==> src/rtl/tt_settle_timer.sv <==
// Loadable 4-bit down-counter used to time the DUT settle interval.
// Ports:
//   clk, rst    - clock, asynchronous active-high reset
//   load        - load count with load_value (takes priority over dec)
//   load_value  - value to load
//   dec         - decrement by one; holds at zero
//   expired     - high while the count equals 1 (last settle cycle)
module tt_settle_timer (
    input  logic       clk,
    input  logic       rst,
    input  logic       load,
    input  logic [3:0] load_value,
    input  logic       dec,
    output logic       expired
);

    logic [3:0] count;

    always_ff @(posedge clk or posedge rst) begin
        if (rst) begin
            count <= '0;
        end else if (load) begin
            count <= load_value;
        end else if (dec && (count != '0)) begin
            count <= count - 4'd1;
        end
    end

    assign expired = (count == 4'd1);

endmodule

==> config.mk <==
export PLATFORM = sky130hd
export DESIGN_NAME = tt_settle_timer
export DESIGN_NICKNAME = d
export VERILOG_FILES = /design/src/rtl/tt_settle_timer.sv
export SDC_FILE = /design/constraint.sdc
export NUM_CORES = 1
export LEC_CHECK = 0
export BUFFER_PORTS_ARGS = -buffer_cell sky130_fd_sc_hd__clkbuf_2
export CAP_MARGIN = 25
export CORE_AREA = 4 4 41 43
export CTS_CLUSTER_DIAMETER = 100
export CTS_CLUSTER_SIZE = 25
export DETAILED_ROUTE_END_ITERATION = 8
export DIE_AREA = 0 0 45 47
export GPL_TIMING_DRIVEN = 0
export SLEW_MARGIN = 20
export SYNTH_ARGS = -nofsm -noshare
export SYNTH_HDL_FRONTEND = slang
export SYNTH_SLANG_ARGS = --single-unit
==> constraint.sdc <==
create_clock -name clk -period 4 [get_ports clk]
set_input_delay 0.4 -clock clk [delete_from_list [all_inputs] [get_ports clk]]
set_output_delay 0.4 -clock clk [all_outputs]
set_load 0.005 [all_outputs]
==> results.md <==
- The vertical extent of the die is ~47 µm.
- The initial utilization of the core area, before any placement, comes to 22.0%.
- The number of diodes added for antenna fixing is 0.
- The clock reaches the later pin of the worst-skew pair after 0.23 ns.
- The minimum period implied by the final worst setup slack is 1.59 ns.
- The final HPWL from detailed placement is roughly 440 µm.
- At the pin with the least slew margin, the transition time is 0.244 ns.
- The peak supply drop is about 0.17 mV.
- In this run the power density over the cells is 359 nW/µm².
- The number of buffers inserted during clock tree synthesis is 3.
- The total nets after synthesis is 40.
- The max-capacitance violation count is 0.
- The tree is rooted in a sky130_fd_sc_hd__clkbuf_4.
- Measured along the x axis, the die boundary spans 45 µm.
- The placeable core region is 1300 µm².
- The worst register-to-register path has a depth of 5.
- The flow ran to the end, and the final reports show no timing, DRC or antenna violations.
- The number of failing hold endpoints at the final stage was 0.
- Setup violations remaining at the end of the flow were counted as 0.
- The number of gates resized after CTS was 0.
- Hold is met by 0.0210 ns.
- The sequential area share after synthesis is 34.9%.
- Setup slack on the worst reg-to-reg path comes out at about 2.4 ns.
- The detailed router finished its first iteration with 5 violations.
- CTS built an H-tree with a depth of 1.
- In this run the cell area of the synthesized design comes to about 290 µm².
- The power dissipated by switching net loads is 0.0000358 W.
- TritonCTS built the clock tree.
- For met1 alone, demand over resource in global routing was 7.59%.
- The congestion estimate from routability-driven global placement came to ~0.71.
- The synthesized instance count is 30.
- The sort of element at the end of the critical path is an output pin.
- Setup repair after global routing left no endpoint under its margin.
- The worst register-to-register path ends at count[1].
- The register containing the most flip-flops in the final layout is count.
- The die covers 2120 µm².
- The via count of the first global-routing pass was ~260.
- The count of final max-slew check failures came to 0.
- The sequential group share of total power is roughly two fifths.
- Counting tap cells, the placed design contains a total of 53 instances.
- For this design, the CTS-stage hold fixing added 0 buffers.
- The register with the most flip-flops in the layout has 4 of them.
- The sum of negative setup slack is 0 ns.
- In the routed design, unresolved DRC markers number 0.
- The row count is 13.
- The critical path data arrival time is 1.19 ns.
- The net count of the finished layout is 53.
- The maximum number of pins on one net before global-route repair is 11.
- The initial antenna violation count came to 0.
- The worst reg2reg path startpoint is count[0].
- The first detailed-routing pass took 2 iterations.
- The average cell area after synthesis is 9.55 µm².
- The end-of-flow core utilization is 28.3%.
- Clock-pin slew was measured on the worst setup and hold paths at 0.04 ns.
- The min-delay analysis places its worst path in the category in2async.
- The endpoint of the worst setup timing path is expired.
- For met3 alone, demand over resource in global routing was under 10%.
- The portion of the clock cycle consumed by the worst path in the final layout is between 30% and 40%.
- The clock passes through at most 2 buffers.
- In this run the remaining antenna-violating nets after routing total 0.
- After detailed routing, the total wire length is 567 µm.
- The top cell types in the final layout, fill and taps aside, are sky130_fd_sc_hd__clkbuf_2, sky130_fd_sc_hd__nand2_1, sky130_fd_sc_hd__dfrtp_1.
- Clock tree synthesis found a total of 4 sinks.
- The nature of the critical path startpoint is a flip-flop.
- In this run the tightest slew margin relative to its limit is about 84%.
- The design internal power is just under 0.0001 W.
- The via count of the routed design is 261.
- The launching element of the worst setup path is count[1].
- The met2 track utilization from global routing is 10.2%.
- After global routing, the most crowded layer is met2.
- Net switching is 27.1% of the power.
- In the final layout, the registers with the most flip-flops are count (4).
- The Yosys step of the flow raised 0 warnings.
- The required time of the critical path is 3.60 ns.
- Once the clock tree was built, the setup fixing pass inserted 0 buffers.
- In this run, the clock network consumes ~37% of the power.
- The maximum clock frequency is ~630 MHz.
- Across the routed clock network, the largest skew measured is 0.000569 ns.
- The share of layout cells above drive strength 1 is 34.1%.
- The average detailed-routed wire length per instance is 10.1 µm.
- The most common cell after layout, fill and taps aside is sky130_fd_sc_hd__clkbuf_2.
- The total congestion overflow after global routing is 0.
- Per report_power, the combinational group accounts for 23.5% of the total.
- The distinct cell type count of the synthesized netlist is 17.
- The post-layout instance count excluding filler cells is 56.
- The quantity of I/O buffers inserted on ports is 8.
- The global-route wire length before repair is 1.00 mm.
- Global routing consumed, over all layers together, 6.90% of the routing resources.
- The total I/O pin count is 9.
- In this run the static leakage power is 0.180 nW.
- The critical path is of the reg2out type.
- The number of vias per cell is 4.66.
- The maximum fanout encountered on the critical timing path is 3.
- From synthesis to final layout, the design area changed by 28.4%.
- Synthesis inferred 4 register bits.
-- worst min-delay path by stage --
| stage | from | to | slack [ns] | depth (start not counted) |
|---|---|---|---|---|
| after global placement | rst | count[1] | 0.26 | 2 |
| after floorplan | rst | count[0] | 0.17 | 1 |
| after detailed placement | rst | count[0] | 0.27 | 2 |
| after global routing | rst | count[1] | 0.02 | 2 |
| after CTS | rst | count[2] | 0.02 | 2 |
| final | rst | count[2] | 0.02 | 2 |
-- metrics by stage --
stage          total power (W)  setup WS, ns  instance area (µm²)
6_report              0.000132          2.41                  368
5_1_grt               0.000145          2.29                  368
4_1_cts               0.000135          2.40                  368
3_5_place_dp         0.0000839          2.45                  345
3_3_place_gp         0.0000834          2.46                  345
2_1_floorplan        0.0000739          2.57                  287
-- synth_stat cells, drive strengths merged --
cell / instances / area share [%]
o311ai: 1 / 3.1
nor2b: 1 / 2.2
or3b: 1 / 3.9
nand2: 4 / 5.2
nor3: 1 / 1.7
mux2i: 1 / 3.5
nor4b: 1 / 5.2
inv: 3 / 3.9
a31o: 1 / 3.1
and4b: 1 / 3.5
buf: 1 / 2.6
o21ai: 2 / 3.5
a221o: 1 / 3.5
nor3b: 3 / 7.9
a21oi: 2 / 3.5
dfrtp: 4 / 35
ha: 2 / 8.7
-- final cells by class --
cell class | count | area [µm²]
clock buffers | 3 | 22.5
flip-flops and latches | 4 | 100
repair buffers | 8 | 40.0
fillers | 145 | 933
multi-input cells | 22 | 168
plain buffers | 1 | 7.51
inverters | 3 | 11.3
well taps | 15 | 18.8
-- worst max-delay path, cell delays in order, from the launching register on --
cell                       delay [ns]
sky130_fd_sc_hd__dfrtp_1         0.39
sky130_fd_sc_hd__inv_1           0.08
sky130_fd_sc_hd__ha_1            0.13
sky130_fd_sc_hd__nor3b_1         0.20
sky130_fd_sc_hd__clkbuf_2        0.15
-- power by group through the flow --
stage	clock network [W]	logic, W	registers (W)
2_1_floorplan	0	0.0000225	0.0000514
3_3_place_gp	0	0.0000306	0.0000527
3_5_place_dp	0	0.0000312	0.0000527
4_1_cts	0.0000511	0.0000315	0.0000524
5_1_grt	0.0000558	0.0000359	0.0000534
6_report	0.0000485	0.0000310	0.0000525
-- layer usage --
metal | share of wire [%] | routed length, µm
met5 | 0 | 0
met1 | 48 | 274
met3 | 4.6 | 26
met2 | 46 | 261
met4 | 0.88 | 5
-- logic make-up (layout without fill, tap and decap cells) --
| kind of cell | Yosys count | count (layout) | synth area share [%] |
|---|---|---|---|
| flip-flops | 4 | 4 | 34.9 |
| AO/OA/AOI/OAI | 7 | 7 | 16.6 |
| adder cells (fa/ha/maj) | 2 | 2 | 8.73 |
| AND/OR/NAND/NOR | 12 | 12 | 29.7 |
| multiplexers | 1 | 1 | 3.49 |
| buffers and inverters | 4 | 15 | 6.55 |
(Power assumes the default switching activity.)
